--- src/rtl/fb_pkg.sv ---
// Shared definitions for the framebuffer pixel writer.
// Latency: n/a (types and constants only).
// Backpressure: n/a.
package fb_pkg;

  // Default raster geometry; the top level can override both per instance.
  localparam int FB_H_RES  = 160;
  localparam int FB_V_RES  = 120;
  localparam int FB_PIXELS = FB_H_RES * FB_V_RES;

  typedef enum logic [1:0] {
    IDLE = 2'd0,
    FILL = 2'd1,
    DONE = 2'd2
  } fb_state_t;

endpackage

--- src/rtl/pixel_fifo.sv ---
// Synchronous FIFO buffering accepted pixels ahead of the write port.
// Latency: a pushed entry is visible at pop_data the cycle after the push.
// Backpressure: caller must not push when full (unless popping) nor pop when empty.
//
// Ports: clk/reset (async active-high), clr (synchronous flush),
//        push/push_data, pop/pop_data (head, show-ahead), full/empty flags.
module pixel_fifo #(
  parameter int DEPTH = 4,
  parameter int WIDTH = 8
) (
  input  logic             clk,
  input  logic             reset,
  input  logic             clr,
  input  logic             push,
  input  logic [WIDTH-1:0] push_data,
  input  logic             pop,
  output logic [WIDTH-1:0] pop_data,
  output logic             full,
  output logic             empty
);

  localparam int AW = $clog2(DEPTH);

  logic [WIDTH-1:0] mem [DEPTH];
  // One extra pointer bit distinguishes full from empty when the indices match.
  logic [AW:0]      wr_ptr;
  logic [AW:0]      rd_ptr;

  assign empty    = (wr_ptr == rd_ptr);
  assign full     = (wr_ptr[AW] != rd_ptr[AW]) && (wr_ptr[AW-1:0] == rd_ptr[AW-1:0]);
  assign pop_data = mem[rd_ptr[AW-1:0]];

  always_ff @(posedge clk or posedge reset) begin
    if (reset) begin
      wr_ptr <= '0;
      rd_ptr <= '0;
    end else if (clr) begin
      wr_ptr <= '0;
      rd_ptr <= '0;
    end else begin
      if (push) wr_ptr <= wr_ptr + 1'b1;
      if (pop)  rd_ptr <= rd_ptr + 1'b1;
    end
  end

  always_ff @(posedge clk) begin
    if (push) mem[wr_ptr[AW-1:0]] <= push_data;
  end

endmodule

--- src/rtl/fb_pixel_writer.sv ---
// Writes a raster frame of RGB332 pixels into framebuffer memory, row-major.
// Latency: pixel accepted at edge n (FIFO and output register empty) shows fb_we=1 after edge n+1.
// Backpressure: fb_ready stalls the write port; the source cannot be stalled, so pixels arriving with the FIFO full are dropped and flagged in overflow.
//
// Ports: clk, reset (async active-high), start (arms a frame in IDLE),
//        pixel_data/pixel_valid (input stream), fb_we/fb_addr/fb_wdata/fb_ready
//        (memory write port), busy, frame_done (1-cycle pulse), overflow (sticky).
module fb_pixel_writer
  import fb_pkg::*;
#(
  parameter int H_RES      = FB_H_RES,
  parameter int V_RES      = FB_V_RES,
  parameter int ADDR_W     = 15,
  parameter int FIFO_DEPTH = 4
) (
  input  logic              clk,
  input  logic              reset,
  input  logic              start,
  input  logic [7:0]        pixel_data,
  input  logic              pixel_valid,
  output logic              fb_we,
  output logic [ADDR_W-1:0] fb_addr,
  output logic [7:0]        fb_wdata,
  input  logic              fb_ready,
  output logic              busy,
  output logic              frame_done,
  output logic              overflow
);

  localparam int TOTAL = H_RES * V_RES;
  localparam int CW    = $clog2(TOTAL + 1);
  localparam int XW    = $clog2(H_RES + 1);
  localparam int YW    = $clog2(V_RES + 1);

  fb_state_t   state;
  logic [CW-1:0] acc_cnt;
  logic [XW-1:0] wr_x;
  logic [YW-1:0] wr_y;

  logic       hs;
  logic       start_frame;
  logic       want_push;
  logic       fifo_push;
  logic       fifo_pop;
  logic       fifo_full;
  logic       fifo_empty;
  logic [7:0] fifo_dout;
  logic       drop;
  logic       last_write;

  assign hs          = fb_we && fb_ready;
  assign start_frame = (state == IDLE) && start;

  // A pixel is a candidate only while the frame still needs pixels.
  assign want_push   = (state == FILL) && pixel_valid && (acc_cnt < CW'(TOTAL));

  // Output register refills whenever it is empty or is draining this edge.
  assign fifo_pop    = !fifo_empty && (!fb_we || hs);
  assign fifo_push   = want_push && (!fifo_full || fifo_pop);
  assign drop        = want_push && fifo_full && !fifo_pop;

  // x/y track the pixel currently held in the output register.
  assign last_write  = hs && (wr_x == XW'(H_RES - 1)) && (wr_y == YW'(V_RES - 1));

  pixel_fifo #(
    .DEPTH (FIFO_DEPTH),
    .WIDTH (8)
  ) u_fifo (
    .clk       (clk),
    .reset     (reset),
    .clr       (start_frame),
    .push      (fifo_push),
    .push_data (pixel_data),
    .pop       (fifo_pop),
    .pop_data  (fifo_dout),
    .full      (fifo_full),
    .empty     (fifo_empty)
  );

  // Frame control FSM with registered status outputs.
  always_ff @(posedge clk or posedge reset) begin
    if (reset) begin
      state      <= IDLE;
      busy       <= 1'b0;
      frame_done <= 1'b0;
      overflow   <= 1'b0;
    end else begin
      case (state)
        IDLE: begin
          frame_done <= 1'b0;
          if (start) begin
            state    <= FILL;
            busy     <= 1'b1;
            overflow <= 1'b0;
          end
        end
        FILL: begin
          if (drop) overflow <= 1'b1;
          if (last_write) begin
            state      <= DONE;
            busy       <= 1'b0;
            frame_done <= 1'b1;
          end
        end
        DONE: begin
          state      <= IDLE;
          frame_done <= 1'b0;
        end
        default: begin
          state      <= IDLE;
          busy       <= 1'b0;
          frame_done <= 1'b0;
        end
      endcase
    end
  end

  // Accept counter, raster counters and the write-port register.
  always_ff @(posedge clk or posedge reset) begin
    if (reset) begin
      acc_cnt  <= '0;
      wr_x     <= '0;
      wr_y     <= '0;
      fb_addr  <= '0;
      fb_we    <= 1'b0;
      fb_wdata <= '0;
    end else if (start_frame) begin
      acc_cnt  <= '0;
      wr_x     <= '0;
      wr_y     <= '0;
      fb_addr  <= '0;
      fb_we    <= 1'b0;
    end else begin
      if (fifo_push) acc_cnt <= acc_cnt + 1'b1;

      // Linear address runs alongside x/y, avoiding a y*H_RES multiply.
      if (hs) begin
        fb_addr <= fb_addr + 1'b1;
        if (wr_x == XW'(H_RES - 1)) begin
          wr_x <= '0;
          wr_y <= wr_y + 1'b1;
        end else begin
          wr_x <= wr_x + 1'b1;
        end
      end

      if (fifo_pop) begin
        fb_we    <= 1'b1;
        fb_wdata <= fifo_dout;
      end else if (hs) begin
        fb_we    <= 1'b0;
      end
    end
  end

endmodule
--- config.mk ---
export PLATFORM = sky130hd
export DESIGN_NAME = fb_pixel_writer
export DESIGN_NICKNAME = d
export VERILOG_FILES = /design/src/rtl/fb_pkg.sv /design/src/rtl/pixel_fifo.sv /design/src/rtl/fb_pixel_writer.sv
export SDC_FILE = /design/constraint.sdc
export NUM_CORES = 1
export LEC_CHECK = 0
export BUFFER_PORTS_ARGS = -buffer_cell sky130_fd_sc_hd__buf_2
export CAP_MARGIN = 40
export CORE_ASPECT_RATIO = 0.75
export CORE_MARGIN = 2
export CORE_UTILIZATION = 61
export CTS_BUF_LIST = sky130_fd_sc_hd__clkbuf_4 sky130_fd_sc_hd__clkbuf_8
export DETAILED_ROUTE_END_ITERATION = 8
export PLACE_DENSITY = 0.81
export SLEW_MARGIN = 15
export SYNTH_ARGS = -nofsm -noshare
export SYNTH_HDL_FRONTEND = slang
export SYNTH_SLANG_ARGS = --single-unit
--- constraint.sdc ---
create_clock -name clk -period 2.5 [get_ports clk]
set_input_delay 0.375 -clock clk [delete_from_list [all_inputs] [get_ports clk]]
set_output_delay 0.375 -clock clk [all_outputs]
set_load 0.05 [all_outputs]
After elaboration in Yosys (flattened, before gate mapping)
Memories as Yosys holds them, arrays and structs flattened. A register that Yosys moved wholly into a read port is not among the register bits.
Index checks and enable logic that the tools add are counted.
Widths: inputs -> output; s select.

word-level totals
  register bits = 57
  latch bits = 0
  memory bits (writable) = 32
  bits in read-only memories = 0
  input bits = 13
  output and inout bits = 27
  logic and storage cells = 90
  memories kept = 1

operators by class
  add/subtract/negate cells = 6
  multipliers = 0
  divide/modulo/power cells = 0
  order comparisons = 1
  eq/ne operators = 10
  shifts and indexed selects = 0
  mux-type cells = 30
  bitwise operators = 2
  reductions and logical operators = 29

memory list
  name        depth  bits a word  read ports  clocked after memory_dff  write ports  line              RTL
  u_fifo.mem  4      8            1           1                         1            pixel_fifo.sv:24  logic [WIDTH-1:0] mem [DEPTH];

operators by type and width
  operator               count
  $mux 15                4
  $add 15x1->15 const B  2
  $mux 8                 3
  $mux 7                 3
  $lt 15x15->1 const B   1
  $mux 3                 4
  $logic_and 1x1->1      11
  $mux 1                 11
  $reduce_bool 2->1      5
  $add 8x1->8 const B    1
  $eq 8x8->1 const B     1
  $add 7x1->7 const B    1
  $eq 7x7->1 const B     1
  $add 3x1->3 const B    2
  $ne 2x2->1 const B     3
  $reduce_and 2->1       3
  $reduce_and 3->1       2
  $logic_not 1->1        4
  $mux 2                 2
  $pmux 2 s2             1
  $eq 3x3->1             1
  $pmux 1 s3             1
  $reduce_bool 3->1      1
  $eq 2x1->1 const B     1
  7 further kinds        9

Depth between registers and ports, before layout
  depth after elaboration = 7
  gate-level depth with buffers = 7
  mapped depth without buffers = 5

By module
A second synthesis with hierarchy kept.

second synthesis, totals
  cell total of the unflattened synthesis = 374
  area, all modules = 4601.9 um^2

by module, submodules not included
  module           times used  cells each  area each (um^2)  sequential area each (um^2)
  fb_pixel_writer  1           294         3054.2            1476.4
  pixel_fifo       1           80          1547.7            1111.1

Worst setup path after synthesis
OpenSTA, ideal clock, no wires.

  path type = register to register
  start point = register fb_we
  end point = memory u_fifo.mem[0][0], enable pin
  library setup time = 0.277 ns
  data arrival time = 1.844 ns
  required time = 2.223 ns
  slack = 0.379 ns
  cell stages (with the launch flop) = 7
  period minus slack after synthesis = 2.121 ns
  path through = dfrtp_1 > nand2b_1 > nor4b_2 > buf_2 > buf_2 > nor2_1 > and2_1

on the way
  longest elaborated chain between the ends = 7

ends and longest elaborated chain
  item                                                         line                                          RTL
  start, declared                                              fb_pixel_writer.sv:21                         output logic fb_we,
  start signal, assigned                                       fb_pixel_writer.sv:125                        fb_we <= 1'b0;
  start signal, assigned                                       fb_pixel_writer.sv:132                        fb_we <= 1'b0;
  start signal, assigned                                       fb_pixel_writer.sv:148                        fb_we <= 1'b1;
  $logic_not 1->1 / $logic_and 1x1->1 (equally long branches)  fb_pixel_writer.sv:58, fb_pixel_writer.sv:51
  $logic_or 1x1->1 (*)                                         fb_pixel_writer.sv:58                         assign fifo_pop = !fifo_empty && (!fb_we || hs);
  $logic_and 1x1->1 (*)                                        fb_pixel_writer.sv:58
  $logic_or 1x1->1 (*)                                         fb_pixel_writer.sv:59                         assign fifo_push = want_push && (!fifo_full || fifo_pop);
  $logic_and 1x1->1 (*)                                        fb_pixel_writer.sv:59
  $mux 1 (*)                                                   pixel_fifo.sv:47                              if (push) mem[wr_ptr[AW-1:0]] <= push_data;
  $mux 1 (not written as such) (*)                             pixel_fifo.sv:47
  end, declared                                                pixel_fifo.sv:24

Mark *: on every way between the ends. The rest lies on a longest branch, timed or not.

Worst setup path after layout
  start point = register u_fifo.wr_ptr[0]
  end point = memory u_fifo.mem[3][6], enable pin

on the way
  longest elaborated chain between the ends = 7

ends and longest elaborated chain
  item                                                         line                                          RTL
  start, declared                                              pixel_fifo.sv:26                              logic [AW:0] wr_ptr;
  start signal, assigned                                       pixel_fifo.sv:41                              if (push) wr_ptr <= wr_ptr + 1'b1;
  $eq 3x3->1 / $eq 2x2->1 (equally long branches)              pixel_fifo.sv:29, pixel_fifo.sv:30
  $logic_not 1->1 / $logic_and 1x1->1 (equally long branches)  fb_pixel_writer.sv:58, pixel_fifo.sv:30
  $logic_and 1x1->1 / $logic_not 1->1 (equally long branches)  fb_pixel_writer.sv:58, fb_pixel_writer.sv:59
  $logic_or 1x1->1                                             fb_pixel_writer.sv:59
  $logic_and 1x1->1                                            fb_pixel_writer.sv:59
  $mux 1                                                       pixel_fifo.sv:47
  $mux 1 (not written as such)                                 pixel_fifo.sv:47

Several ways; a longest one is shown, not always the timed one.

==> impl_results.md <==
- Mapped Cells: 367
- CTS Root Cell: clkbuf_8
- Max IR drop VDD: 0.000481 V
- Sequential cell area fraction in the yosys report: 57.7%
- Clock sink count: 97
- Number of synthesized flops with an enable pin: 32
- I/O Buffers: 39
- Initial Util: 62.0%
- Htree depth: 3
- Share of post-route cells with drive strength above 1: 21.3%
- CORE AREA: 0.00723 sq mm
- Worst hold path class: input port to flop
- Critical path arrival: 2.07 ns
- Worst Hold Path Cells: 1
- Worst Min Path Start: pixel_data[4]
- Largest net degree at the start of global routing: 58
- Biggest area consumer among synthesized cells: dfrtp_1
- Static leakage: 2.06 nW
- Num CTS Buffers: 9
- DIE WIDTH: 103 microns
- GRT Total Usage: 22.9%
- Vias: 3037
- Max-cap violations: 0
- Slowest CP cell: nor2_1
- Setup violators final: 0
- Final setup TNS: 0 ns
- Layout Nets: 434
- Ports: 40
- Max FO, Critical Path: 8
- Post-route DRC: 0
- CP max stage delay: 0.57 ns
- Cts-stage hold buffer count: 1
- Ys async rst share: 67.0%
- R2R cell count: 4
- Mapped Avg Cell Area: 12.2 sq um
- N_diodes: 0
- Final setup skew: 0.0119 ns
- Sequential power share: 44.1%
- RePlAce Congestion: 0.785
- Max Slew Vio Count: 0
- Clk_lat worst skew: 0.37 ns
- Synth top area share: 36.3%
- Ys flop type: dfrtp_1
- CTS resizes: 0
- Synth Register Bits: 97
- Status: finished, final reports clean
- Pwr Total: 0.00532 W
- Vias in the first global route: 3014
- CTS tree: done
- Final Cycle Share: 82.3%
- Hold Path End: u_fifo.mem[0][4]
- Via density: 5.86
- Slew margin rel.: 54.7%
- Critical Path Sink Type: flop
- P per Cell Area: 1050 mW/mm^2
- DRT iter0 DRCs: 183
- CP Data Required Time: 2.51 ns
- Postcts setup bufs: 0
- Initial antenna violation count: 0
- Routed len/inst: 16.4 microns
- Combinational fraction of design power: 35.4%
- Drt first pass iters: 4
- Final Hold Viols: 0
- R2R setup slack: 0.44 ns
- Netlist cell types: 49
- Synth Net Count: 389
- Dpl hpwl: 5680 microns
- Switching pwr: 0.00208 W
- Antenna Nets Post-Route: 0
- F_max: 0.486 GHz
- Clk network pwr share: 20.5%
- Worst-path clk slew: 0.10 ns
- Final worst-path setup slack: 0.443 ns
- Die height: 78.2 microns
- Grt ovf: 0
- Mapped Area: 0.00448 sq mm
- Crit start category: flop
- First-pass GRT wire length: 14100 microns
- Yosys warning count: 0
- Full die area: 0.00806 sq mm
- Switching Fraction: 39.2%
- Filler Cells Inserted: 532
- R2R Path Start: u_fifo.wr_ptr[0]
- Clock Path Buffers: 2
- Area grow syn2layout: 12.6%
- RSZ-0062 raised after global routing: no
- DP Worst Slack: 0.430 ns
- Worst-Margin Slew: 0.676 ns
- Post-Route WL: 8470 microns
- P_int: 0.00323 W
- Crit path cell chain: xor2_2, or4b_1, nand2b_1, nor2_1
- Crit path time final: 2.06 ns
- Rows: 27
- Critical path class: flop to flop
- Hold slack final: 0.211 ns
- FF-to-FF End: u_fifo.mem[3][6]
- Synth area leaders: dfrtp_1 (36%), edfxtp_1 (21%), mux4_2 (4.0%)
## metal layers
metal,track usage [%],vias up,part of all wire (%)
met3,6.41,13,5.0
met5,0,-,0
li1,-,1446,-
met1,31.8,1497,45
met2,34.9,81,48
met4,7.89,0,1.9
## worst max path at each step
stage	slack [ns]	from	cells after the start	to
finish	0.44	u_fifo.wr_ptr[0]	4	u_fifo.mem[3][6]
global route	0.26	u_fifo.wr_ptr[0]	4	u_fifo.mem[3][6]
CTS	0.42	u_fifo.wr_ptr[0]	4	u_fifo.mem[3][3]
detailed placement	0.43	fb_ready	5	u_fifo.mem[3][4]
global placement	0.49	fb_ready	5	u_fifo.mem[3][4]
floorplan	0.38	fb_we	6	u_fifo.mem[0][0]
## critical path, delay by kind of cell, from the launching register on
kind | cells | cell delay [ns]
flops | 1 | 0.46
xor+xnor | 1 | 0.29
simple gates | 3 | 0.94
## synth_stat cells, drive strengths merged, types with 8 or more instances
| cell | instances |
|---|---|
| mux2 | 9 |
| xor2 | 12 |
| nand2 | 27 |
| a21oi | 16 |
| o21ai | 11 |
| nand4 | 14 |
| nor2 | 26 |
| nand2b | 8 |
| xnor2 | 10 |
| mux4 | 8 |
| nand3 | 12 |
| dfrtp | 65 |
| mux2i | 11 |
| nor3 | 9 |
| ha | 9 |
| edfxtp | 32 |
| and2 | 9 |
| inv | 8 |
## stage by stage
stage | instance area [sq um] | std cells | utilization [%]
2_1_floorplan | 4480 | 367 | -
3_5_place_dp | 4820 | 501 | 66.6
4_1_cts | 5050 | 518 | 69.8
5_1_grt | 5050 | 518 | 69.8
6_report | 5050 | 518 | 69.8
3_3_place_gp | 4820 | 501 | 66.6
## cells by family (layout without fill, tap and decap cells)
kind of cell | after synthesis | after routing | share of synthesized area [%]
fa+ha+maj | 9 | 9 | 2.51
xor+xnor | 22 | 22 | 4.63
buf+inv | 22 | 72 | 2.23
mux | 28 | 28 | 8.74
compound gates | 47 | 47 | 6.56
simple gates | 142 | 142 | 17.6
flops | 97 | 97 | 57.7
## flip-flops by register name (all words and copies together), names as in the netlist
register       count
acc_cnt           15
busy               1
fb_addr           15
fb_wdata           8
fb_we              1
frame_done         1
overflow           1
state              2
u_fifo.mem        32
u_fifo.rd_ptr      3
u_fifo.wr_ptr      3
wr_x               8
wr_y               7
## layout make-up
class	count	area, sq um	area share, %
clock buffers	9	124	2.45
clock inverters	7	96.3	1.91
inverters	8	30.0	0.595
multi-input cells	248	1790	35.5
flip-flops and latches	97	2590	51.3
well taps	101	126	2.50
repair buffers	48	290	5.75
## power groups by stage
stage               clock network (W)  registers, W  logic, W
floorplan                           0       0.00274   0.00107
global placement                    0       0.00234   0.00181
detailed placement                  0       0.00237   0.00189
CTS                           0.00112       0.00234   0.00190
global route                  0.00118       0.00240   0.00204
finish                        0.00109       0.00234   0.00188
## cell usage in the layout (no fill, tap or decap), drive strengths merged, types with 3 or more instances in the layout
cell and instances:
xnor2 10, nor3 9, nand2b 8, edfxtp 32
xor2 12, and3 3, nand4 14, or4 7
nor4 7, buf 47, nand3 12, mux4 8
or3 7, o31ai 7, o311ai 4, and4 4
mux2i 11, clkbuf 9, ha 9, dfrtp 65
nor2 26, nand2 27, o21ai 11, and2 9
a21oi 16, mux2 9, inv 12
Note: power is estimated with default switching activity, not from simulation.
